<file path="src/rtl/mnist_input_binarize_pack_if.sv">
// Streaming pixel-in / packed-frame-out bus for the MNIST input binariser.
// slave = the binariser itself, master = whatever drives pixels and consumes frames.
interface mnist_input_binarize_pack_if #(
  parameter int NUM_PIX = 784,
  parameter int PIX_W   = 8
);
  logic [PIX_W-1:0]   s_pixel;
  logic               s_valid;
  logic               s_last;
  logic               s_ready;
  logic [NUM_PIX-1:0] m_data;
  logic               m_valid;
  logic               m_ready;
  logic               frame_err;

  modport slave (
    input  s_pixel, s_valid, s_last, m_ready,
    output s_ready, m_data, m_valid, frame_err
  );

  modport master (
    output s_pixel, s_valid, s_last, m_ready,
    input  s_ready, m_data, m_valid, frame_err
  );
endinterface

</file>
<file path="src/rtl/mnist_input_binarize_pack.sv">
// Binarises a pixel stream against THRESH and packs one frame into an NUM_PIX-bit
// vector for the layer-0 fan-out; malformed frames raise a one-cycle frame_err.
//
//   state   | meaning
//   --------+-------------------------------------------------------------
//   FILL    | accepting pixels, writing m_data[idx]
//   DRAIN   | frame overran without s_last; discarding beats up to s_last
//   PRESENT | complete frame on m_data, waiting for m_ready
module mnist_input_binarize_pack #(
  parameter int NUM_PIX = 784,
  parameter int PIX_W   = 8,
  parameter int THRESH  = 128
) (
  input  logic clk,
  input  logic rst,
  mnist_input_binarize_pack_if.slave bus
);

  localparam int IDX_W = $clog2(NUM_PIX);
  localparam logic [IDX_W-1:0] LAST_IDX = IDX_W'(NUM_PIX - 1);
  localparam logic [PIX_W-1:0] THRESH_V = PIX_W'(THRESH);

  typedef enum logic [1:0] {
    FILL    = 2'd0,
    DRAIN   = 2'd1,
    PRESENT = 2'd2
  } state_t;

  state_t             state_q, state_d;
  logic [IDX_W-1:0]   idx_q, idx_d;
  logic [NUM_PIX-1:0] data_q, data_d;
  logic               err_q, err_d;
  logic               rdy_en_q;

  logic s_ready;
  logic beat;
  logic pix_bit;

  // rdy_en_q holds s_ready low through reset and releases it on the first edge after.
  assign s_ready = rdy_en_q & (state_q != PRESENT);
  assign beat    = bus.s_valid & s_ready;
  assign pix_bit = (bus.s_pixel >= THRESH_V);

  always_ff @(posedge clk or posedge rst) begin
    if (rst) begin
      state_q  <= FILL;
      idx_q    <= '0;
      data_q   <= '0;
      err_q    <= 1'b0;
      rdy_en_q <= 1'b0;
    end else begin
      state_q  <= state_d;
      idx_q    <= idx_d;
      data_q   <= data_d;
      err_q    <= err_d;
      rdy_en_q <= 1'b1;
    end
  end

  always_comb begin
    state_d = state_q;
    idx_d   = idx_q;
    data_d  = data_q;
    err_d   = 1'b0;
    case (state_q)
      FILL: begin
        if (beat) begin
          data_d[idx_q] = pix_bit;
          if (idx_q == LAST_IDX) begin
            idx_d = '0;
            if (bus.s_last) begin
              state_d = PRESENT;
            end else begin
              err_d   = 1'b1;
              state_d = DRAIN;
            end
          end else if (bus.s_last) begin
            err_d = 1'b1;
            idx_d = '0;
          end else begin
            idx_d = idx_q + 1'b1;
          end
        end
      end
      DRAIN: begin
        if (beat && bus.s_last) begin
          state_d = FILL;
          idx_d   = '0;
        end
      end
      PRESENT: begin
        if (bus.m_ready) begin
          state_d = FILL;
          idx_d   = '0;
        end
      end
      default: begin
        state_d = FILL;
        idx_d   = '0;
      end
    endcase
  end

  assign bus.s_ready   = s_ready;
  assign bus.m_valid   = (state_q == PRESENT);
  assign bus.m_data    = data_q;
  assign bus.frame_err = err_q;

endmodule

</file>
<file path="src/flat_wrapper.sv">
// flat-port wrapper written by rule: the top's interface ports become plain ports
module mnist_input_binarize_pack_flat 
#(
  parameter int NUM_PIX = 784,
  parameter int PIX_W   = 8,
  parameter int THRESH  = 128
)
  (clk, rst, bus_s_pixel, bus_s_valid, bus_s_last, bus_m_ready, bus_s_ready, bus_m_data, bus_m_valid, bus_frame_err);
  mnist_input_binarize_pack_if #(.NUM_PIX(NUM_PIX), .PIX_W(PIX_W)) bus_i ();
  input  logic clk;
  input  logic rst;
  input wire logic [$bits(bus_i.s_pixel)-1:0] bus_s_pixel;
  input wire logic [$bits(bus_i.s_valid)-1:0] bus_s_valid;
  input wire logic [$bits(bus_i.s_last)-1:0] bus_s_last;
  input wire logic [$bits(bus_i.m_ready)-1:0] bus_m_ready;
  output wire logic [$bits(bus_i.s_ready)-1:0] bus_s_ready;
  output wire logic [$bits(bus_i.m_data)-1:0] bus_m_data;
  output wire logic [$bits(bus_i.m_valid)-1:0] bus_m_valid;
  output wire logic [$bits(bus_i.frame_err)-1:0] bus_frame_err;
  assign bus_i.s_pixel = bus_s_pixel;
  assign bus_i.s_valid = bus_s_valid;
  assign bus_i.s_last = bus_s_last;
  assign bus_i.m_ready = bus_m_ready;
  assign bus_s_ready = bus_i.s_ready;
  assign bus_m_data = bus_i.m_data;
  assign bus_m_valid = bus_i.m_valid;
  assign bus_frame_err = bus_i.frame_err;
  mnist_input_binarize_pack #(.NUM_PIX(NUM_PIX), .PIX_W(PIX_W), .THRESH(THRESH)) u_core (.clk(clk), .rst(rst), .bus(bus_i));
endmodule
</file>
<file path="config.mk">
export PLATFORM = sky130hd
export DESIGN_NAME = mnist_input_binarize_pack_flat
export DESIGN_NICKNAME = d
export VERILOG_FILES = /design/src/rtl/mnist_input_binarize_pack_if.sv /design/src/rtl/mnist_input_binarize_pack.sv /design/src/flat_wrapper.sv
export SDC_FILE = /design/constraint.sdc
export NUM_CORES = 2
export LEC_CHECK = 0
export ABC_AREA = 0
export CORE_AREA = 2 2 311 313
export CTS_CLUSTER_SIZE = 20
export DETAILED_ROUTE_END_ITERATION = 7
export DIE_AREA = 0 0 313 315
export GPL_TIMING_DRIVEN = 0
export SETUP_SLACK_MARGIN = 0.1
export SYNTH_ARGS = -nofsm -noshare
export SYNTH_HDL_FRONTEND = slang
export SYNTH_SLANG_ARGS = --single-unit
</file>
<file path="constraint.sdc">
create_clock -name clk -period 87.7 [get_ports clk]
set_clock_uncertainty 0.2 [all_clocks]
set_input_delay 17.54 -clock clk [delete_from_list [all_inputs] [get_ports clk]]
set_output_delay 17.54 -clock clk [all_outputs]
set_load 0.01 [all_outputs]
</file>
### Word-level counts from Yosys, hierarchy flattened

Cells that the tools add are included.
W data, S select, Z words.

| storage, ports and cells | value |
|---|---|
| output and inout bits | 787 |
| bits of input ports | 13 |
| flip-flop bits (word level) | 798 |

| cells by class | value |
|---|---|
| equality and inequality tests | 8 |
| reductions and logical operators | 6 |
| add/subtract/negate cells | 1 |
| multiplexer cells | 20 |
| order comparisons | 3 |
| bitwise gates (word level) | 2 |

Operators with widths:

| cell | count |
|---|---|
| $bwmux W784 | 1 |
| $mux W10 | 5 |
| $pmux W10 S3 | 1 |
| $lt A10 B11 Y1 const B | 1 |
| $add A10 B1 Y10 const B | 1 |
| $demux W1 S10 | 1 |
| $eq A10 B10 Y1 const B | 1 |
| $ge A10 B1 Y1 const B | 1 |
| $mux W2 | 5 |
| $ge A8 B8 Y1 const B | 1 |
| $mux W1 | 6 |
| $ne A2 B1 Y1 const B | 3 |
| $pmux W2 S3 | 1 |
| $ne A2 B2 Y1 const B | 2 |
| $reduce_and A4 Y1 | 1 |
| $reduce_and A3 Y1 | 1 |
| $and A1 B1 Y1 | 2 |
| $eq A2 B1 Y1 const B | 1 |
| $eq A2 B2 Y1 const B | 1 |
| $logic_and A1 B1 Y1 | 2 |
| $logic_not A2 Y1 | 1 |
| $reduce_and A2 Y1 | 1 |

### Logic depth before layout (Yosys ltp)

| depth | value |
|---|---|
| word-level depth | 6 |
| gate-level depth with buffers | 9 |
| depth with buffers taken out | 6 |

### Worst setup path after synthesis

No wires, ideal clock.

| path | value |
|---|---|
| kind | input -> register |
| from | in bus_s_last |
| to | reg u_core.idx_q[0] |
| arrival | 18.700 ns |
| cell stages on the path | 6 |
| setup time | 0.118 ns |
| data required time | 87.382 ns |
| path slack | 68.682 ns |
| cells stage by stage | nand2b_1 > a31oi_1 > or2_2 > clkbuf_1 > nor3_1 > a21o_1 |

| on the way | value |
|---|---|
| word-level cells in the longest chain between the ends | 4 |

RTL lines:

| item | line | RTL |
|---|---|---|
| start, declared | flat_wrapper.sv:14 | `input wire logic [$bits(bus_i.s_last)-1:0] bus_s_last;` |
| $mux W10 | mnist_input_binarize_pack.sv:77 | `end else if (bus.s_last) begin` |
| $mux W10 | mnist_input_binarize_pack.sv:69 | `if (idx_q == LAST_IDX) begin` |
| $mux W10 | mnist_input_binarize_pack.sv:67 | `if (beat) begin` |
| $pmux W10 S3 | mnist_input_binarize_pack.sv:65 | `case (state_q)` |
| end signal, assigned | mnist_input_binarize_pack.sv:53 | `idx_q <= idx_d;` |
| end, declared | mnist_input_binarize_pack.sv:30 | `logic [IDX_W-1:0] idx_q, idx_d;` |

Parallel ways exist; a longest one is shown, timed or not. The select of a mux whose other input is x is not followed.
A chain may end at the register's enable or synchronous reset.

==> summary.md <==
| Metric | Value |
|---|---|
| Outcome | complete, no violations |
| Register area share after synthesis | 59.46% |
| Critical path's slowest cell | inv_8 |
| CTS Buf Count | 89 |
| Area leader, netlist | dfrtp_1 |
| Root Buffer | clkbuf_16 |
| Cts repair resizes | 0 |
| Reg power frac | 46.7% |
| RSZ-0062 raised after global routing | no |
| Total GRT Usage | 32.48% |
| Post-CTS setup buffer count | 0 |
| Initial antenna violation count | 3 |
| Critical Path Most Common Cell | buf_16 |
| Synthesized Nets | 3780 |
| Tot Pwr | 794.3 µW |
| Worst reg2reg startpoint | u_core.idx_q[7] |
| Fillers | 9121 |
| Fmax | 49.58 MHz |
| Cell row count | 114 |
| Internal power | 608.3 µW |
| Vias in the first global route | 32350 |
| Async set-or-reset flop fraction in the synthesized netlist | 100.0% |
| Clock Path Buffers | 3 |
| Area post-placement | 43300 µm² |
| Sw frac | 23.41% |
| Comb power frac | 3.7% |
| Dpl cells | 5837 |
| CTS H-tree depth | 3 |
| CP Max Fanout | 123 |
| Global-route wire length before repair | 233.7 mm |
| Max_cap viols | 0 |
| CTS clk-pin slew, worst paths | 0.06 ns |
| Vias post-DR | 33320 |
| Area Overhead vs Synth | 38.04% |
| Initial DRC count | 3441 |
| Share of layout cells above drive strength 1 | 6.143% |
| Hold path depth | 1 |
| Largest net degree at the start of global routing | 124 |
| Most frequent cells after synthesis | nand2_1, dfrtp_1, nand3_1 |
| DR WL/cell | 27.38 µm |
| Yosys warns | 0 |
| Vias per cell | 5.555 |
| Initial core utilization | 35.09% |
| CORE AREA | 95710 µm² |
| Hold_sp | u_core.bus.m_data[783] |
| CTS tree | yes |
| Critical Path Source Type | input pin |
| Die Ht | 315 µm |
| Remaining global-route overflow | 0 |
| Ports | 800 |
| Synth cell types | 44 |
| Top post-synthesis cells by area | dfrtp_1, nand3_1, nand2_1, o21ai_0, o21ai_1 |
| Cells after synthesis | 3763 |
| Reg2Reg Depth | 6 |
| Die Area | 98600 µm² |
| Gpl congestion | 0.9947 |
| Crit path required time | 88.24 ns |
| Area fraction of the dominant cell type after synthesis | 59.46% |
| IO Port Bufs | 791 |
| Clock power share | 49.7% |
| Tmin final | 20.17 ns |
| RR Endpoint | u_core.bus.m_data[513] |
| Clk_lat worst skew | 0.67 ns |
| Seq cells post-synth | 798 |
| CP max stage delay | 0.54 ns |
| Leading cell type by number of instances after synthesis | nand2_1 |
| Post-place setup slack | 66.76 ns |
| Cell chain of the critical path | clkdlybuf4s50_1, inv_8, buf_16, buf_16, buf_16, buf_16 |
| Top_reg_cell synth | dfrtp_1 |
| Setup TNS | 0 ns |
| Die Width | 313 µm |
| Fin area | 46360 µm² |
| HPWL Detailed | 126.2 mm |
| EDFF count, synth | 0 |
| Final Hold Violating Endpoints | 0 |
| Worst slew margin | 31.66% |
| Hold endpoint | u_core.bus.m_data[783] |
| Final period utilization | 23.00% |
| Flop-to-flop setup slack | 84.35 ns |
| Slew Limit Fails | 0 |
| Post-route DRC | 0 |
| Setup ws final | 67.53 ns |
| Cell Count, Final, Fillers Out | 5999 |
| Power Dens Cells | 17.13 nW/µm² |
| Mapped cell area | 33580 µm² |
| P_sw | 185.9 µW |
| Maximum VDD drop | 15.23 µV |
| Crit end category | async pin |
| Pre-Repair DR Iteration Count | 6 |
| Cts hold-fix bufs | 0 |
| Setup violators final | 0 |
| Leak pwr | 23.16 nW |
| Avg Inst Size Synth | 8.925 µm² |
| Worst path arrival time | 20.71 ns |
| Hold crit path type | flop to flop |
| Post-layout nets | 4669 |
| ANT nets after route | 0 |
| WS Path Type | input pin to async pin |
| Slew @ Worst Pin | 1.023 ns |
| Detailed Route WL | 164.3 mm |
| Clk sinks | 798 |
-- power groups by stage --
| stage | sequential, mW | clock [mW] | combinational [mW] |
|---|---|---|---|
| final | 0.371 | 0.394 | 0.0293 |
| after global routing | 0.370 | 0.410 | 0.0318 |
| after CTS | 0.371 | 0.396 | 0.0298 |
| after detailed placement | 0.377 | 0 | 0.0297 |
| after global placement | 0.378 | 0 | 0.0285 |
| after floorplan | 0.378 | 0 | 0.0149 |
-- kinds of logic (layout without fill, tap and decap cells) --
| family | count (synthesis) | count (layout) | share of synthesized area [%] |
|---|---|---|---|
| and+or+nand+nor | 1771 | 1771 | 23.50 |
| DFF | 798 | 798 | 59.46 |
| AOI/OAI and AO/OA | 792 | 792 | 11.87 |
| buffers and inverters | 388 | 1346 | 4.769 |
| xor gates and xnor gates | 8 | 8 | 0.2086 |
| adders and majority gates | 4 | 4 | 0.1490 |
| other | 1 | 3 | 0.01117 |
| muxes | 1 | 1 | 0.03353 |
-- stage by stage --
step / hold slack (ns) / utilization (%)
2_1_floorplan: 0.3139 / -
3_3_place_gp: 0.2716 / 45.03
3_5_place_dp: 0.2762 / 45.25
4_1_cts: 0.2906 / 48.43
5_1_grt: 0.3145 / 48.43
6_report: 0.2893 / 48.44
-- layout by cell type (no fill, tap or decap), types with 3 or more instances in the layout --
cell type        count
nand2_2              7
nor2_2              23
clkbuf_16           94
buf_2               95
nor3b_1              4
nand2_1            844
nand3b_1             5
clkdlybuf4s50_1    791
nor2_1              48
or3_1                3
xnor2_1              7
o21ai_0            561
and3b_1              4
buf_16               7
clkbuf_8            28
clkinv_2            14
nand2b_1             4
nor3_1               9
clkbuf_1           294
nand3_1            792
o21ai_1            225
bufinv_16            5
buf_4                5
ha_1                 4
nor4_1               3
dfrtp_1            798
buf_1                4
and2_1               9
inv_1                4
-- worst max path at each step --
stage / start / end / slack [ns] / cells after the start
2_1_floorplan: rst / u_core.bus.frame_err / 47.55 / 1
3_3_place_gp: rst / u_core.bus.m_data[26] / 36.78 / 2
3_5_place_dp: rst / u_core.bus.m_data[58] / 66.76 / 6
4_1_cts: rst / u_core.bus.m_data[21] / 67.49 / 6
5_1_grt: rst / u_core.bus.m_data[52] / 67.15 / 6
6_report: rst / u_core.bus.m_data[184] / 67.53 / 6
-- final cells by class --
cell class,count,area (µm²),share of cell area (%)
Multi-Input combinational cell,2577,12020,25.93
Buffer,383,1583,3.414
Antenna cell,2,5.005,0.01080
Sequential cell,798,19970,43.07
Clock inverter,22,252.7,0.5452
Inverter,5,26.28,0.05668
Tap cell,1276,1597,3.444
Clock buffer,138,2798,6.035
Timing Repair Buffer,798,8110,17.49
-- metal layers --
metal  routed length (µm)  track usage [%]  vias to the layer above  share of wire (%)
met5                   23                0                        -              0.014
met4                 8013            14.65                        4                4.9
met3                15210            8.874                      331                9.3
met1                63460            40.13                    16670                 39
met2                77560            53.14                     1784                 47
li1                     -                -                    14530                  -
-- state kept, by name, summed over array words and instances, names as in the netlist --
name and flops:
u_core.rdy_en_q 1, u_core.bus.frame_err 1, u_core.idx_q 10, u_core.bus.m_data 784
u_core.state_q 2
-- critical path, delay by kind of cell --
kind / cells / cell delay (ns)
buf+inv: 6 / 2.78
Power figures use the tool's default switching activity.
